===== src/rtl/gray_pkg.sv =====
// Gray-code helpers shared by the reader-side receiver and the writer-side gray counter.
// Functions work on a 32-bit word; callers size-cast to their own pointer width.
package gray_pkg;

    localparam int unsigned MAX_W      = 32;
    localparam int unsigned LENGTH_DEF = 8;

    typedef logic [MAX_W-1:0] word_t;

    function automatic int unsigned ptr_w(int unsigned length);
        return length;
    endfunction

    function automatic int unsigned addr_w(int unsigned length);
        return length - 1;
    endfunction

    typedef logic [ptr_w(LENGTH_DEF)-1:0]  ptr_t;
    typedef logic [addr_w(LENGTH_DEF)-1:0] addr_t;

    function automatic word_t bin2gray(word_t b);
        return b ^ (b >> 1);
    endfunction

    // Zero-extended inputs decode correctly because the leading zeros xor away.
    function automatic word_t gray2bin(word_t g);
        word_t b;
        b[MAX_W-1] = g[MAX_W-1];
        for (int i = MAX_W - 2; i >= 0; i--) b[i] = b[i+1] ^ g[i];
        return b;
    endfunction

    function automatic int unsigned popcount(word_t v);
        int unsigned n;
        n = 0;
        for (int i = 0; i < MAX_W; i++) n += 32'(v[i]);
        return n;
    endfunction

endpackage


===== src/rtl/gray_pointer_receiver_if.sv =====
// Pop/status bundle of the read-side gray pointer receiver.
// master = reader logic driving pops, slave = the receiver.
interface gray_pointer_receiver_if #(
    parameter int unsigned LENGTH = 8
);
    logic [LENGTH-1:0] gray_in;
    logic              rd_en;
    logic              rd_ack;
    logic [LENGTH-2:0] rd_addr;
    logic [LENGTH-1:0] rd_ptr_gray;
    logic [LENGTH-1:0] binary_remote;
    logic [LENGTH-1:0] level;
    logic              empty;
    logic              overflow;
    logic              gray_err;

    modport master (
        output gray_in, rd_en,
        input  rd_ack, rd_addr, rd_ptr_gray, binary_remote, level, empty, overflow, gray_err
    );

    modport slave (
        input  gray_in, rd_en,
        output rd_ack, rd_addr, rd_ptr_gray, binary_remote, level, empty, overflow, gray_err
    );
endinterface


===== src/rtl/gray_sync_chain.sv =====
// Plain flop chain synchronizer for a gray-coded bus; no logic between stages.
module gray_sync_chain #(
    parameter int unsigned WIDTH       = 8,
    parameter int unsigned SYNC_STAGES = 2
) (
    input  logic             clk,
    input  logic             rst_n,
    input  logic [WIDTH-1:0] i_d,
    output logic [WIDTH-1:0] o_q
);
    logic [SYNC_STAGES-1:0][WIDTH-1:0] r_q;

    always_ff @(posedge clk or negedge rst_n) begin
        if (!rst_n) r_q <= '0;
        else        r_q <= {r_q[SYNC_STAGES-2:0], i_d};
    end

    assign o_q = r_q[SYNC_STAGES-1];
endmodule


===== src/rtl/gray_pointer_receiver.sv =====
// Read-domain end of the async FIFO gray pointer crossing: sync, decode, read pointer, status.
// Optional GRAY_CHECK_EN adds a multi-bit gray step detector on the synchronized pointer.
module gray_pointer_receiver
    import gray_pkg::*;
#(
    parameter int unsigned LENGTH      = 8,
    parameter int unsigned SYNC_STAGES = 2
) (
    input  logic                   clk_diff,
    input  logic                   reset_diff_n,
    gray_pointer_receiver_if.slave bus
);
    localparam logic [LENGTH-1:0] HALF = {1'b1, {(LENGTH-1){1'b0}}};

    logic [LENGTH-1:0] w_gray_s, w_remote_next, w_rd_ptr_next, w_level_next;
    logic              w_accept;

    logic [LENGTH-1:0] r_rd_ptr, r_rd_ptr_gray, r_binary_remote, r_level;
    logic              r_rd_ack, r_empty, r_overflow;

    gray_sync_chain #(.WIDTH(LENGTH), .SYNC_STAGES(SYNC_STAGES)) u_sync (
        .clk   (clk_diff),
        .rst_n (reset_diff_n),
        .i_d   (bus.gray_in),
        .o_q   (w_gray_s)
    );

    // Status is derived from next-state values so level, empty and rd_ptr never disagree.
    always_comb begin
        w_remote_next = LENGTH'(gray2bin(word_t'(w_gray_s)));
        w_accept      = bus.rd_en & ~r_empty;
        w_rd_ptr_next = r_rd_ptr + {{(LENGTH-1){1'b0}}, w_accept};
        w_level_next  = w_remote_next - w_rd_ptr_next;
    end

    always_ff @(posedge clk_diff or negedge reset_diff_n) begin
        if (!reset_diff_n) begin
            r_rd_ptr        <= '0;
            r_rd_ptr_gray   <= '0;
            r_binary_remote <= '0;
            r_level         <= '0;
            r_rd_ack        <= 1'b0;
            r_empty         <= 1'b1;
            r_overflow      <= 1'b0;
        end else begin
            r_rd_ptr        <= w_rd_ptr_next;
            r_rd_ptr_gray   <= LENGTH'(bin2gray(word_t'(w_rd_ptr_next)));
            r_binary_remote <= w_remote_next;
            r_level         <= w_level_next;
            r_rd_ack        <= w_accept;
            r_empty         <= (w_level_next == '0);
            r_overflow      <= r_overflow | (w_level_next > HALF);
        end
    end

`ifdef GRAY_CHECK_EN
    logic [LENGTH-1:0] r_gray_prev;
    logic              r_gray_err;

    // Flag only; the decode path above still consumes the new value.
    always_ff @(posedge clk_diff or negedge reset_diff_n) begin
        if (!reset_diff_n) begin
            r_gray_prev <= '0;
            r_gray_err  <= 1'b0;
        end else begin
            r_gray_prev <= w_gray_s;
            r_gray_err  <= popcount(word_t'(w_gray_s ^ r_gray_prev)) > 1;
        end
    end

    assign bus.gray_err = r_gray_err;
`else
    assign bus.gray_err = 1'b0;
`endif

    assign bus.rd_ack        = r_rd_ack;
    assign bus.rd_addr       = r_rd_ptr[LENGTH-2:0];
    assign bus.rd_ptr_gray   = r_rd_ptr_gray;
    assign bus.binary_remote = r_binary_remote;
    assign bus.level         = r_level;
    assign bus.empty         = r_empty;
    assign bus.overflow      = r_overflow;
endmodule

===== src/flat_wrapper.sv =====
// flat-port wrapper written by rule: the top's interface ports become plain ports
module gray_pointer_receiver_flat import gray_pkg::*;
#(
    parameter int unsigned LENGTH      = 8,
    parameter int unsigned SYNC_STAGES = 2
)
  (clk_diff, reset_diff_n, bus_gray_in, bus_rd_en, bus_rd_ack, bus_rd_addr, bus_rd_ptr_gray, bus_binary_remote, bus_level, bus_empty, bus_overflow, bus_gray_err);
  gray_pointer_receiver_if #(.LENGTH(LENGTH)) bus_i ();
  input  logic clk_diff;
  input  logic reset_diff_n;
  input wire logic [$bits(bus_i.gray_in)-1:0] bus_gray_in;
  input wire logic [$bits(bus_i.rd_en)-1:0] bus_rd_en;
  output wire logic [$bits(bus_i.rd_ack)-1:0] bus_rd_ack;
  output wire logic [$bits(bus_i.rd_addr)-1:0] bus_rd_addr;
  output wire logic [$bits(bus_i.rd_ptr_gray)-1:0] bus_rd_ptr_gray;
  output wire logic [$bits(bus_i.binary_remote)-1:0] bus_binary_remote;
  output wire logic [$bits(bus_i.level)-1:0] bus_level;
  output wire logic [$bits(bus_i.empty)-1:0] bus_empty;
  output wire logic [$bits(bus_i.overflow)-1:0] bus_overflow;
  output wire logic [$bits(bus_i.gray_err)-1:0] bus_gray_err;
  assign bus_i.gray_in = bus_gray_in;
  assign bus_i.rd_en = bus_rd_en;
  assign bus_rd_ack = bus_i.rd_ack;
  assign bus_rd_addr = bus_i.rd_addr;
  assign bus_rd_ptr_gray = bus_i.rd_ptr_gray;
  assign bus_binary_remote = bus_i.binary_remote;
  assign bus_level = bus_i.level;
  assign bus_empty = bus_i.empty;
  assign bus_overflow = bus_i.overflow;
  assign bus_gray_err = bus_i.gray_err;
  gray_pointer_receiver #(.LENGTH(LENGTH), .SYNC_STAGES(SYNC_STAGES)) u_core (.clk_diff(clk_diff), .reset_diff_n(reset_diff_n), .bus(bus_i));
endmodule

===== config.mk =====
export PLATFORM = sky130hd
export DESIGN_NAME = gray_pointer_receiver_flat
export DESIGN_NICKNAME = d
export VERILOG_FILES = /design/src/rtl/gray_pkg.sv /design/src/rtl/gray_pointer_receiver_if.sv /design/src/rtl/gray_sync_chain.sv /design/src/rtl/gray_pointer_receiver.sv /design/src/flat_wrapper.sv
export SDC_FILE = /design/constraint.sdc
export NUM_CORES = 1
export LEC_CHECK = 0
export ABC_AREA = 1
export ABC_CLOCK_PERIOD_IN_PS = 7900
export BUFFER_PORTS_ARGS = -buffer_cell sky130_fd_sc_hd__buf_2
export CORE_MARGIN = 2
export CORE_UTILIZATION = 28
export CTS_CLUSTER_SIZE = 40
export DETAILED_ROUTE_END_ITERATION = 10
export PLACE_DENSITY = 0.57
export RECOVER_POWER = 100
export REMOVE_ABC_BUFFERS = 1
export SYNTH_ARGS = -nofsm -noshare
export SYNTH_HDL_FRONTEND = slang
export SYNTH_SLANG_ARGS = --single-unit

===== constraint.sdc =====
create_clock -name clk_diff -period 7.9 [get_ports clk_diff]
set_clock_uncertainty 0.05 [all_clocks]
set_input_delay 0.79 -clock clk_diff [delete_from_list [all_inputs] [get_ports clk_diff]]
set_output_delay 0.79 -clock clk_diff [all_outputs]
set_load 0.03 [all_outputs]

# Word level (Yosys, flattened, before mapping)

Cells that the tools add are included.

Logic and storage cells: 24
Bits in registers: 51
Output and inout port bits: 35
Input bits: 11

$add $sub $neg: 2
Bitwise logic cells: 11
Magnitude comparators: 1
Reductions and logical operators: 1

Operators by type and width:

| cell                                         | count |
|---|---|
| 8-bit by 1-bit adder with 8-bit output       | 1 |
| 8-bit > comparator (second input constant)   | 1 |
| 8-bit zero test                              | 1 |
| 8-bit subtractor                             | 1 |
| 8-bit by 7-bit bitwise XOR with 8-bit output | 1 |
| 1-bit bitwise XOR                            | 7 |
| 1-bit bitwise AND                            | 1 |
| 1-bit NOT                                    | 1 |
| 1-bit OR                                     | 1 |

# Longest topological paths before layout

Gate-level depths: netlist of the first run.

Word-level depth: 10
Gate-level depth with buffers: 27
Mapped depth without buffers: 27

# Cells and area by module

Synthesis of the first run repeated with hierarchy kept, for this count alone.

Cell total of the unflattened synthesis: 199
Area total of the unflattened synthesis: 2163.3 um^2

By module, submodules not included:

| module                | instances | sequential area each (um^2) | area each (um^2) | cells an instance |
|---|---|---|---|---|
| gray_pointer_receiver | 1         | 852.1                       | 1702.9           | 175 |
| gray_sync_chain       | 1         | 400.4                       | 460.4            | 24 |

# Worst setup path after synthesis of the first run

Ideal clock, no wire load.

Path kind: flip-flop to flip-flop
From: register u_core.u_sync.r_q (netlist bit u_core.u_sync.o_q[7])
To: register u_core.r_overflow (netlist: u_core.bus.overflow)
Cell stages (with the launch flop): 25
Arrival: 2.793 ns
Setup slack: 4.941 ns
Cells stage by stage: dfrtp_1 > inv_2 > nand2_2 > nand3_2 > nand2_2 > nand2_2 > nand3_4 > nand2_4 > xnor2_4 > or2_4 > nand2_4 > or2_1 > nand2_2 > ha_1 > inv_1 > fa_1 > xor2_1 > nor2_1 > nand2_1 > nor2_1 > nand2_1 > nor2_1 > nand2_1 > nand2_1 > nand2_1

Word-level cells in the longest chain between the ends: 10

RTL lines:

| element                             | line                        | source |
|---|---|---|
| start, declared                     | gray_sync_chain.sv:11       | `logic [SYNC_STAGES-1:0][WIDTH-1:0] r_q;` |
| start signal, assigned              | gray_sync_chain.sv:15       | `else r_q <= {r_q[SYNC_STAGES-2:0], i_d};` |
| 1-bit bitwise XOR (*) (2 in series) | gray_pkg.sv:29              | `for (int i = MAX_W - 2; i >= 0; i--) b[i] = b[i+1] ^ g[i];` |
| net u_core.w_remote_next[5]         | gray_pointer_receiver.sv:15 | `logic [LENGTH-1:0] w_gray_s, w_remote_next, w_rd_ptr_next, w_level_next;` |
| 1-bit bitwise XOR (*) (2 in series) | gray_pkg.sv:29              |  |
| net u_core.w_remote_next[3]         | gray_pointer_receiver.sv:15 |  |
| 1-bit bitwise XOR (*) (2 in series) | gray_pkg.sv:29              |  |
| net u_core.w_remote_next[1]         | gray_pointer_receiver.sv:15 |  |
| 1-bit bitwise XOR                   | gray_pkg.sv:29              |  |
| 8-bit subtractor (*)                | gray_pointer_receiver.sv:33 | `w_level_next = w_remote_next - w_rd_ptr_next;` |
| net u_core.w_level_next[2]          | gray_pointer_receiver.sv:15 |  |
| 8-bit > comparator (*)              | gray_pointer_receiver.sv:52 | `r_overflow <= r_overflow \| (w_level_next > HALF);` |
| 1-bit OR (*)                        | gray_pointer_receiver.sv:52 |  |
| end signal, assigned                | gray_pointer_receiver.sv:52 |  |
| end, declared                       | gray_pointer_receiver.sv:19 | `logic r_rd_ack, r_empty, r_overflow;` |

Mark *: on every way through the listed nets, which the timed path passes. The rest lies on a longest branch.

# Worst setup path in the final report of the first run

From: register u_core.u_sync.r_q (netlist bit u_core.u_sync.o_q[7])
To: register u_core.r_overflow (netlist: u_core.bus.overflow)

Word-level cells in the longest chain between the ends: 10

RTL lines:

| element                             | line |
|---|---|
| 1-bit bitwise XOR (*) (2 in series) | gray_pkg.sv:29 |
| net u_core.w_remote_next[5]         | gray_pointer_receiver.sv:15 |
| 1-bit bitwise XOR (*) (2 in series) | gray_pkg.sv:29 |
| net u_core.w_remote_next[3]         | gray_pointer_receiver.sv:15 |
| 1-bit bitwise XOR (*) (2 in series) | gray_pkg.sv:29 |
| net u_core.w_remote_next[1]         | gray_pointer_receiver.sv:15 |
| 1-bit bitwise XOR                   | gray_pkg.sv:29 |
| 8-bit subtractor (*)                | gray_pointer_receiver.sv:33 |
| 8-bit > comparator (*)              | gray_pointer_receiver.sv:52 |
| 1-bit OR (*)                        | gray_pointer_receiver.sv:52 |

Marked as above.

==> results of run 1 <==
[kinds of logic after synthesis]
logic type / Yosys count
compound gates: 3
buf+inv: 32
xor+xnor: 14
flops: 50
other cells: 1
simple gates: 85
fa+ha+maj: 8
[layout make-up]
| cell class | count | area (µm²) | share of cell area, % |
|---|---|---|---|
| multi-input combinational | 111 | 656 | 27.1 |
| inverter | 31 | 116 | 4.82 |
| timing repair buffer | 44 | 176 | 7.30 |
| clock inverter | 1 | 5.00 | 0.207 |
| tap | 99 | 124 | 5.13 |
| sequential | 50 | 1250 | 51.8 |
| clock buffer | 7 | 86.3 | 3.57 |
[power groups by stage]
stage | logic [mW] | registers, mW | clock network [mW]
2_1_floorplan | 0.246 | 0.490 | 0
3_3_place_gp | 0.499 | 0.364 | 0
3_5_place_dp | 0.500 | 0.365 | 0
4_1_cts | 0.502 | 0.359 | 0.155
5_1_grt | 0.530 | 0.368 | 0.166
6_report | 0.472 | 0.359 | 0.148
[per-layer routing]
metal  GRT usage [%]  share of wire, %  vias up
met4            3.08              0.54        0
met2            13.9                44       38
li1                -                 -      683
met3            3.42               7.3        2
met1            12.9                48      585
met5               0                 0        -
[worst max-delay path by stage]
stage	from	to	slack, ns	cells after the start
3_5_place_dp	bus_rd_en	u_core.bus.overflow	4.59	20
2_1_floorplan	u_core.u_sync.o_q[7]	u_core.bus.overflow	4.94	24
6_report	u_core.u_sync.o_q[7]	u_core.bus.overflow	4.24	27
4_1_cts	u_core.u_sync.o_q[7]	u_core.bus.overflow	4.61	27
3_3_place_gp	bus_rd_en	u_core.bus.overflow	4.63	18
5_1_grt	u_core.u_sync.o_q[7]	u_core.bus.overflow	3.80	27
[state kept, by name (all words and copies together), names as in the netlist]
register and flops:
u_core.u_sync.r_q 8, u_core.bus.binary_remote 8, u_core.bus.rd_ptr_gray 7, u_core.bus.empty 1, u_core.r_rd_ptr 8, u_core.u_sync.o_q 8
u_core.bus.overflow 1, u_core.bus.level 8, u_core.bus.rd_ack 1
[worst max-delay path, stage by stage (launching register included)]
cell     delay (ns)
dfrtp_1        0.43
inv_1          0.09
nand2_1        0.06
nand3_1        0.13
nand2_1        0.19
nand2_1        0.08
nand3_1        0.10
nand2_1        0.14
xnor2_1        0.29
or2_0          0.26
nand2_4        0.06
or2_1          0.20
nand2_1        0.10
ha_1           0.15
inv_1          0.06
fa_1           0.39
nand2_1        0.08
nand2_1        0.05
nand2_1        0.07
nand2_1        0.05
nand2_1        0.07
nand2_1        0.07
nand2_1        0.06
nand2_1        0.04
nand2_1        0.09
nand2_1        0.07
nand2_1        0.06
nand2_1        0.05
[cells in the final DEF, fill, tap and decap left out, types with 2 or more instances in the layout]
master | Yosys | layout
dfrtp_1 | 49 | 49
nand2_1 | 44 | 47
clkbuf_1 | 0 | 36
inv_1 | 29 | 30
nand3_1 | 13 | 15
xor2_1 | 11 | 12
nor2_1 | 9 | 9
buf_2 | 0 | 9
ha_1 | 7 | 7
clkbuf_8 | 0 | 6
nand2_2 | 5 | 3
nand3_2 | 4 | 2
xnor2_1 | 0 | 2
nand2_4 | 3 | 2
a21oi_1 | 2 | 2
[metrics by stage]
| step | hold slack [ns] | util, % |
|---|---|---|
| floorplan | 0.281 | - |
| detailed placement | 0.285 | 33.5 |
| finish | 0.303 | 33.3 |
| global route | 0.315 | 33.3 |
| CTS | 0.305 | 34.7 |
| global placement | 0.283 | 33.5 |
[Yosys cell counts]
| library cell | instances |
|---|---|
| inv_1 | 29 |
| nor2_1 | 9 |
| or2_4 | 1 |
| a31o_2 | 1 |
| nand2_1 | 44 |
| and2_1 | 1 |
| nand2_4 | 3 |
| a21oi_1 | 2 |
| fa_1 | 1 |
| xnor2_2 | 1 |
| nand3_2 | 4 |
| nand3b_1 | 1 |
| nand2_2 | 5 |
| nand4_1 | 1 |
| xor2_2 | 1 |
| xnor2_4 | 1 |
| ha_1 | 7 |
| conb_1 | 1 |
| xor2_1 | 11 |
| dfrtp_1 | 49 |
| nand3_1 | 13 |
| dfstp_2 | 1 |
| buf_4 | 1 |
| or2_1 | 1 |
| nand3_4 | 1 |
| inv_2 | 2 |
| or2_2 | 1 |
==> results.ini, run 1 <==
[hold_path]
worstHoldEndpoint = u_core.u_sync.o_q[0]
hold_start = u_core.u_sync.r_q[0]
whs_path_depth = 0
hp-class = reg -> reg

[outcome]
outcome = complete, but fails checks
failed_checks = capacitance limit, slew limit

[global_route]
grt_pass1_wl_um = 6130
grt_max_degree = 51
grt_use_total_pct = 9.44
grt_pass1_vias = 1329
overflow = 0
antenna_found_initial = 0

[clock_tree]
root_buffer = clkbuf_8
postCtsHoldBufs = 0
htree_levels = 2
clockBufferDepth = 2
clk_latency_ns = 0.29
cts_made_buffers = 5
cts_resized = 0
cts.sinks = 50
post_cts_buffers = 0
cts_tree = built
clkSlewWorstSetupHoldPaths_ns = 0.09

[synthesis]
ys_ff_latch = 50
synth_top_family_by_area = simple AND/OR/NAND/NOR gates
synth-simple-area-share_pct = 20.5
synth-xor-area-share_pct = 7.48
ys_seq_area_share_pct = 59.9
syn-cell-area_mm2 = 0.00209
synthMuxAreaShare_pct = 0
synth_cells = 193
synth_compound_area_share_pct = 0.898
yosys_warnings = 0
syn_avg_cell_area_um2 = 10.8
synth_largest_area_cell = dfrtp_1
synth_top_area_share_pct = 58.6
synthAdderAreaFrac_pct = 5.15
synth.area.top_cells = dfrtp_1, nand2_1, inv_1, xor2_1, ha_1
synthDistinctLibCells = 27

[pwr]
powerDensity_mw_per_mm2 = 405
seqPwrFrac_pct = 36.6
combinationalPowerShare_pct = 48.2
clkPwrFrac_pct = 15.2
intPower_mw = 0.531
total_power_mw = 0.979
power.switching_mw = 0.449
power_leakage_nw = 1.24
swShare_pct = 45.8
ir_drop_uv = 103

[worst_setup_path]
crit_path_end_kind = register
critPathLaunchType = register
cp.arrival_ns = 3.79
reg2regPathDepth = 27
r2r-end = u_core.bus.overflow
worst-path-max-fanout = 5
crit_type = reg -> reg
r2r_start = u_core.u_sync.o_q[7]
required_ns = 8.04
ff2ff_setup_slack_ns = 4.24

[die]
num_rows = 31
die_h_um = 90.4
pin_count = 46
die_w_um = 90.4
start_util_pct = 28.8
die_area_mm2 = 0.00817
core-area_mm2 = 0.00725

[drt]
ant_nets = 0
drt_wl_total_um = 3540
post-route-drc-count = 0
vias = 1308
viasPerCell = 3.81
drtPass1Iterations = 4
wl_per_cell_um = 10.3
drtIter0Drc = 38

[sta]
fin_ws_ns = 4.24
slew_violations = 51
max_freq_mhz = 274
min_period_ns = 3.66
rsz0062_at_grt = no
tns_ns = 0
worst_pin_slew_ns = 2.58
max_slew_margin_pct = -71.7
finalHoldViolCount = 0
period_share_pct = 46.3
setup-violations-final = 0

[placed_design]
post-place-ws_ns = 4.59
routabilityCongestion = 0.783
place_inst = 335
io_buffers = 44
hpwl_um = 2630
place_area_mm2 = 0.00243

[cells_and_area]
diodes = 0
fill_cells = 757
syn_to_final_growth_pct = 15.6
fin_area_mm2 = 0.00242
drive_gt1_share_pct = 11.5
fin_cells = 343
final_nets = 262

[flow_run]
max_cap_violations = 1

No activity file was read; power rests on OpenSTA's default activity.
==> run 2, diff against run 1 <==
--- a/config.mk
+++ b/config.mk
@@ -5,14 +5,14 @@
 export SDC_FILE = /design/constraint.sdc
 export NUM_CORES = 1
 export LEC_CHECK = 0
-export ABC_AREA = 1
-export ABC_CLOCK_PERIOD_IN_PS = 7900
+export ABC_AREA = 0
+export ABC_CLOCK_PERIOD_IN_PS = 3100
 export BUFFER_PORTS_ARGS = -buffer_cell sky130_fd_sc_hd__buf_2
 export CORE_MARGIN = 2
 export CORE_UTILIZATION = 28
 export CTS_CLUSTER_SIZE = 40
 export DETAILED_ROUTE_END_ITERATION = 10
-export PLACE_DENSITY = 0.57
+export PLACE_DENSITY = 0.59
 export RECOVER_POWER = 100
 export REMOVE_ABC_BUFFERS = 1
 export SYNTH_ARGS = -nofsm -noshare
==> constraint.sdc (replaced) <==
create_clock -name clk_diff -period 3.1 [get_ports clk_diff]
set_clock_uncertainty 0.05 [all_clocks]
set_input_delay 0.31 -clock clk_diff [delete_from_list [all_inputs] [get_ports clk_diff]]
set_output_delay 0.31 -clock clk_diff [all_outputs]
set_load 0.03 [all_outputs]
==> run 2 against run 1 <==
Compared with the run above:
- the run ends with setup timing left
- critical path depth down 12
- setup slack worse by 4.8 ns
- global-route usage up 1.3 points
- hold slack worse by 0.25 ns
- sequential share of layout area down 6.4 points
- via count up 3.9%
- register-to-register slack worse by 4.8 ns
- synthesized cell count down 22%
- synthesized area down 2.6%
- critical endpoint unchanged
- largest power group unchanged
- highest routed layer unchanged
==> results.ini, run 2 <==
[sta]
period_share_pct = 118  ; was 46.3%
setup-violations-final = 3  ; was 0
fin_ws_ns = -0.564  ; was 4.24 ns
worst_pin_slew_ns = 1.41  ; was 2.58 ns
rsz0062_at_grt = yes  ; was no
min_period_ns = 3.66  ; about the same
max_slew_margin_pct = 6.24  ; was -71.7%
slew_violations = 0  ; was 51
finalHoldViolCount = 0  ; unchanged
max_freq_mhz = 273  ; was 274 MHz

[pwr]
total_power_mw = 3.33  ; was 0.979 mW
clkPwrFrac_pct = 11.6  ; was 15.2%
power_leakage_nw = 1.25  ; was 1.24 nW
combinationalPowerShare_pct = 60.3  ; was 48.2%
ir_drop_uv = 312  ; was 103 µV
swShare_pct = 42.3  ; was 45.8%
power.switching_mw = 1.41  ; was 0.449 mW
powerDensity_mw_per_mm2 = 1210  ; was 405 mW/mm²
seqPwrFrac_pct = 28.1  ; was 36.6%
intPower_mw = 1.92  ; was 0.531 mW

[hold_path]
hold_start = bus_gray_in[2]  ; was u_core.u_sync.r_q[0]
hp-class = in -> reg  ; was reg -> reg

[global_route]
overflow = 0  ; unchanged
grt_pass1_wl_um = 6270  ; was 6130 µm
grt_max_degree = 29  ; was 51
antenna_found_initial = 0  ; unchanged
grt_pass1_vias = 1341  ; was 1329
grt_use_total_pct = 10.7  ; was 9.44%

[cells_and_area]
most-common-layout-cells = dfrtp_1, clkbuf_1, buf_4  ; was dfrtp_1, nand2_1, clkbuf_1
fin_area_mm2 = 0.00276  ; was 0.00242 mm²
ff_latch_area_mm2 = 0.00125  ; unchanged
syn_to_final_growth_pct = 35.3  ; was 15.6%
multi_input_area_um2 = 791  ; was 656 µm²
utilization_pct = 38.6  ; was 33.3%
fill_cells = 747  ; was 757
fin_cells = 339  ; was 343
drive_gt1_share_pct = 29.2  ; was 11.5%
final_nets = 258  ; was 262
diodes = 0  ; unchanged
final_common_cell = dfrtp_1  ; unchanged

[worst_setup_path]
r2r_start = u_core.u_sync.o_q[7]  ; unchanged
crit_chain = xnor3_2 -> xnor2_2 -> xnor2_2 -> xor2_1 -> xnor2_1 -> ha_2 -> inv_2 -> fa_2 -> nand2_2 -> nand2_2 -> maj3_2 -> mux2i_1 -> xnor2_1 -> or4b_4 -> a21o_1
cpMaxStageDelayCell = or4b_4  ; was dfrtp_1
crit_type = reg -> reg  ; unchanged
cp.arrival_ns = 3.82  ; was 3.79 ns
crit_path_start = u_core.u_sync.o_q[7]  ; unchanged
critPathLaunchType = register  ; unchanged
crit_path_end_kind = register  ; unchanged
worst-path-max-fanout = 2  ; was 5
required_ns = 3.25  ; was 8.04 ns
max_stage_delay_ns = 0.48  ; was 0.43 ns

[placed_design]
post-place-ws_ns = -0.717  ; was 4.59 ns
routabilityCongestion = 0.722  ; was 0.783
place_area_mm2 = 0.00264  ; was 0.00243 mm²
place_inst = 328  ; was 335
hpwl_um = 2810  ; was 2630 µm
io_buffers = 44  ; unchanged

[clock_tree]
cts_made_buffers = 5  ; unchanged
clkSlewWorstSetupHoldPaths_ns = 0.09  ; about the same
cts_tree = built  ; unchanged
clk_latency_ns = 0.30  ; was 0.29 ns
htree_levels = 2  ; unchanged
clockBufferDepth = 2  ; unchanged
root_buffer = clkbuf_8  ; unchanged
cts.sinks = 50  ; unchanged

[flow_run]
max_cap_violations = 0  ; was 1

[drt]
drt_wl_total_um = 3770  ; was 3540 µm
drtPass1Iterations = 4  ; unchanged
wl_per_cell_um = 11.1  ; was 10.3 µm
drtIter0Drc = 55  ; was 38
post-route-drc-count = 0  ; unchanged
viasPerCell = 4.01  ; was 3.81
vias = 1359  ; was 1308
ant_nets = 0  ; unchanged

[die]
die_h_um = 89.3  ; was 90.4 µm
num_rows = 31  ; unchanged
die_area_mm2 = 0.00797  ; was 0.00817 mm²
pin_count = 46  ; unchanged
start_util_pct = 28.5  ; was 28.8%
die_w_um = 89.3  ; was 90.4 µm
core-area_mm2 = 0.00714  ; was 0.00725 mm²

[synthesis]
syn_avg_cell_area_um2 = 13.5  ; was 10.8 µm²
synthAdderAreaFrac_pct = 6.33  ; was 5.15%
syn-cell-area_mm2 = 0.00204  ; was 0.00209 mm²
synthMuxAreaShare_pct = 1.60  ; was 0%
synthDistinctLibCells = 35  ; was 27
synth.most_common_cell = dfrtp_1  ; unchanged
synth_compound_area_share_pct = 4.92  ; was 0.898%
synth_largest_area_cell = dfrtp_1  ; unchanged
synth-xor-area-share_pct = 15.6  ; was 7.48%
synth-simple-area-share_pct = 7.07  ; was 20.5%
synth_edf_count = 0  ; unchanged
synth.area.top_cells = dfrtp_1, xnor2_1, ha_1, xor2_1, xnor3_2  ; was dfrtp_1, nand2_1, inv_1, xor2_1, ha_1
yosys_warnings = 0  ; unchanged
synth_top_family_by_area = XOR/XNOR gates  ; was simple AND/OR/NAND/NOR gates
synth_flop_cell = dfrtp_1  ; unchanged
synth_top_area_share_pct = 60.2  ; was 58.6%
ys_seq_area_share_pct = 61.5  ; was 59.9%
async_flop_share_pct = 100  ; unchanged
ys_ff_latch = 50  ; unchanged
yosys-top-cells-count = dfrtp_1, xnor2_1, inv_1  ; was dfrtp_1, nand2_1, inv_1
synth_cells = 151  ; was 193

[outcome]
outcome = complete, but fails checks  ; unchanged
failed_checks = setup timing  ; was capacitance limit, slew limit

## run 2: through the flow
| step | hold WS (ns) | setup TNS [ns] |
|---|---|---|
| floorplan | -0.0356 | -2.00 |
| global placement | 0.284 | -1.35 |
| detailed placement | 0.286 | -1.62 |
| CTS | 0.0425 | -1.16 |
| global route | 0.0413 | -2.21 |
| finish | 0.0527 | -1.21 |
## run 2: path summary, 6_finish.rpt
| path | end | slack, ns | cells after the start |
|---|---|---|---|
| min reg2reg | u_core.u_sync.o_q[4] | 0.30 | 0 |
| min in group asynchronous | u_core.bus.overflow | 0.82 | 2 |
| max | u_core.bus.overflow | -0.56 | 15 |
| min | u_core.u_sync.r_q[2] | 0.05 | 1 |
| max reg2reg | u_core.bus.overflow | -0.56 | 15 |
| max in group asynchronous | u_core.u_sync.o_q[7] | 0.94 | 3 |
## run 2: logic make-up after synthesis
logic type,count (synthesis)
DFF,50
and+or+nand+nor,31
adders and majority gates,10
muxes,2
buffers and inverters,14
xor gates and xnor gates,29
other,1
AOI/OAI and AO/OA,14
## run 2: cell type report
cell class | count | area share, %
Timing Repair Buffer | 82 | 16.3
Tap cell | 99 | 4.50
Inverter | 13 | 1.77
Multi-Input combinational cell | 87 | 28.7
Clock buffer | 7 | 3.13
Sequential cell | 50 | 45.5
Clock inverter | 1 | 0.182
## run 2: power by group through the flow
stage               Sequential (mW)  Clock [mW]  Combinational (mW)
finish                        0.936       0.386                2.01
global route                  0.959       0.431                2.21
CTS                           0.937       0.400                2.01
detailed placement            0.950           0                1.87
global placement              0.945           0                1.85
floorplan                      1.28           0               0.771
## run 2: routing by layer
layer | vias up | track usage, % | wire, µm
met5 | - | 0 | 0
met2 | 36 | 17.0 | 1760
met1 | 648 | 13.5 | 1700
met3 | 9 | 2.95 | 223
li1 | 666 | - | -
met4 | 0 | 5.29 | 75
## run 2: timing repair
item / in CTS / in global routing
setup buffers: 0 / 3
hold buffers: 1 / 0
gates resized for setup: 17 / 6
setup endpoints to repair: 6 / 6
pin swaps: 14 / 13
endpoints found under the hold margin: 26 / 0
## run 2: worst max-delay path: cells and delay by family (launching register included)
| family | cells | cell delay, ns |
|---|---|---|
| xor gates and xnor gates | 6 | 1.32 |
| AOI/OAI and AO/OA | 1 | 0.16 |
| buffers and inverters | 1 | 0.04 |
| and+or+nand+nor | 3 | 0.62 |
| muxes | 1 | 0.16 |
| adders and majority gates | 3 | 0.85 |
| DFF | 1 | 0.35 |
==> run 3, diff against run 2 <==
--- a/config.mk
+++ b/config.mk
@@ -8,11 +8,12 @@
 export ABC_AREA = 0
 export ABC_CLOCK_PERIOD_IN_PS = 3100
 export BUFFER_PORTS_ARGS = -buffer_cell sky130_fd_sc_hd__buf_2
+export CAP_MARGIN = 20
 export CORE_MARGIN = 2
-export CORE_UTILIZATION = 28
+export CORE_UTILIZATION = 48
 export CTS_CLUSTER_SIZE = 40
 export DETAILED_ROUTE_END_ITERATION = 10
-export PLACE_DENSITY = 0.59
+export PLACE_DENSITY = 0.85
 export RECOVER_POWER = 100
 export REMOVE_ABC_BUFFERS = 1
 export SYNTH_ARGS = -nofsm -noshare
==> run 3 against run 2 <==
Compared with the run above:
- the run still ends with setup timing left
- sequential power decreased by 0.6%
- sequential share of layout area decreased by 0.33 points
- power up 1.9%
- via count increased by 2.4%
- global-route usage increased by 6.3 points
- critical path depth grew 1
- count of clock-buffer cells in the layout stayed put
- die area decreased by 40%
- setup slack lost 0.13 ns
- cell area is 0.73% higher
- critical endpoint unchanged
==> results.ini, run 3 (synthesized netlist as in run 2, its figures left out) <==
[global_route]
grt_pass1_vias = 1424  ; was 1341
overflow = 0  ; unchanged
antenna_found_initial = 0  ; unchanged
grt_pass1_wl_um = 6350  ; was 6270 µm
grt_max_degree = 51  ; was 29
grt_use_total_pct = 17.0  ; was 10.7%

[outcome]
outcome = complete, but fails checks  ; unchanged
failed_checks = setup timing  ; unchanged

[cells_and_area]
drive_gt1_share_pct = 36.8  ; was 29.2%
final_common_cell = dfrtp_1  ; unchanged
utilization_pct = 68.9  ; was 38.6%
final_nets = 260  ; was 258
diodes = 0  ; unchanged
most-common-layout-cells = dfrtp_1, buf_4, clkbuf_1  ; was dfrtp_1, clkbuf_1, buf_4
syn_to_final_growth_pct = 36.3  ; was 35.3%
fill_cells = 294  ; was 747

[drt]
wl_per_cell_um = 13.9  ; was 11.1 µm
drt_wl_total_um = 4060  ; was 3770 µm
viasPerCell = 4.77  ; was 4.01
met3WireLength_um = 181  ; was 223 µm
drtPass1Iterations = 4  ; unchanged
post-route-drc-count = 0  ; unchanged
drtIter0Drc = 65  ; was 55
drt-met1-wl_um = 1600  ; was 1700 µm
ant_nets = 0  ; unchanged
dr.max_layer_used = met4  ; unchanged
dr_wl_met2_um = 2190  ; was 1760 µm
vias = 1392  ; was 1359

[sta]
fin_ws_ns = -0.693  ; was -0.564 ns
max_freq_mhz = 264  ; was 273 MHz
slew_violations = 0  ; unchanged
min_period_ns = 3.79  ; was 3.66 ns
fin_hold_ws_ns = 0.0596  ; was 0.0527 ns
worst_pin_slew_ns = 1.18  ; was 1.41 ns
rsz0062_at_grt = yes  ; unchanged
max_slew_margin_pct = 21.2  ; was 6.24%
period_share_pct = 122  ; was 118%
setup-violations-final = 5  ; was 3
finalHoldViolCount = 0  ; unchanged

[placed_design]
io_buffers = 44  ; unchanged
hpwl_um = 2740  ; was 2810 µm
routabilityCongestion = 0.792  ; was 0.722
post-place-ws_ns = -0.794  ; was -0.717 ns

[pwr]
ir_drop_uv = 555  ; was 312 µV
total_power_mw = 3.39  ; was 3.33 mW
powerDensity_mw_per_mm2 = 1220  ; was 1210 mW/mm²
power_leakage_nw = 1.33  ; was 1.25 nW

[clock_tree]
cts.sinks = 50  ; unchanged
clockBufferDepth = 2  ; unchanged
cts_made_buffers = 5  ; unchanged
htree_levels = 2  ; unchanged
root_buffer = clkbuf_8  ; unchanged
cts_tree = built  ; unchanged
clk_latency_ns = 0.30  ; about the same
clkSlewWorstSetupHoldPaths_ns = 0.08  ; was 0.09 ns

[die]
die_w_um = 69.1  ; was 89.3 µm
die_h_um = 69.1  ; was 89.3 µm
core-area_mm2 = 0.00403  ; was 0.00714 mm²
pin_count = 46  ; unchanged
die_area_mm2 = 0.00478  ; was 0.00797 mm²
start_util_pct = 50.5  ; was 28.5%
num_rows = 23  ; was 31

[worst_setup_path]
crit_path_end_kind = register  ; unchanged
cp.arrival_ns = 3.94  ; was 3.82 ns
required_ns = 3.25  ; about the same
crit_type = reg -> reg  ; unchanged
worst-path-max-fanout = 2  ; unchanged
critPathLaunchType = register  ; unchanged

[hold_path]
hp-class = in -> reg  ; unchanged

[flow_run]
max_cap_violations = 0  ; unchanged

==> run 3: cell count changes in the layout (fill, tap and decap cells not counted), moves of 2 or more <==
cell	change
clkbuf_1	-15
clkbuf_4	-2
xor2_1	-2
xor2_2	+2
buf_2	+9
buf_4	+10
==> run 3: metrics by stage <==
step / setup TNS [ns] / instances / instance area [µm²]
finish: -1.97 / 292 / 2780
global route: -2.97 / 292 / 2780
CTS: -1.62 / 284 / 2690
floorplan: -2.00 / 150 / 2030
detailed placement: -2.10 / 273 / 2530
global placement: -1.46 / 273 / 2530
==> run 3: layout make-up <==
type                       instances  area, µm²  area share (%)
tap                               50       62.6            2.25
timing repair buffer              84        504            18.2
clock inverter                     1       5.00           0.180
sequential                        50       1250            45.1
multi-input combinational         87        816            29.4
inverter                          13       48.8            1.76
clock buffer                       7       86.3            3.11
==> run 3: report_power, final <==
group / switching [mW] / internal, mW
registers: 0.0838 / 0.846
clock network: 0.200 / 0.180
logic: 1.16 / 0.919
total: 1.45 / 1.95
==> run 3: what timing repair did <==
| item | 4_1_cts | 5_1_grt |
|---|---|---|
| hold buffers | 0 | 1 |
| pin swaps | 18 | 15 |
| hold endpoints to repair | 0 | 23 |
| buffers inserted | 6 | 7 |
| setup endpoints to repair | 6 | 6 |
| resized for setup | 13 | 12 |
==> run 3: metal layers <==
layer / global-route usage, % / vias to the layer above
li1: - / 667
met1: 19.1 / 679
met2: 30.9 / 37
met3: 4.68 / 9
met4: 5.88 / 0
met5: 0 / -
==> run 3: worst max-delay path: stages (launching register included) <==
cell      delay, ns
dfrtp_1        0.35
xnor3_2        0.47
xnor2_4        0.21
xnor2_2        0.14
xor2_1         0.22
xnor2_1        0.19
ha_2           0.24
inv_2          0.04
fa_2           0.34
nand2_1        0.09
nand2_2        0.06
buf_6          0.12
o211ai_1       0.13
a21o_1         0.16
o211ai_1       0.13
or4b_4         0.54
a21o_1         0.19
==> run 3: final timing paths <==
check	from	to	slack, ns	cells after the start
worst max-delay path	u_core.u_sync.o_q[7]	u_core.bus.overflow	-0.69	16
worst min-delay path	bus_gray_in[4]	u_core.u_sync.r_q[4]	0.06	1
worst max register to register	u_core.u_sync.o_q[7]	u_core.bus.overflow	-0.69	16
worst min register to register	u_core.u_sync.r_q[6]	u_core.u_sync.o_q[6]	0.30	0
max in group asynchronous	reset_diff_n	u_core.bus.level[3]	0.58	3
min in group asynchronous	reset_diff_n	u_core.r_rd_ptr[7]	0.73	2
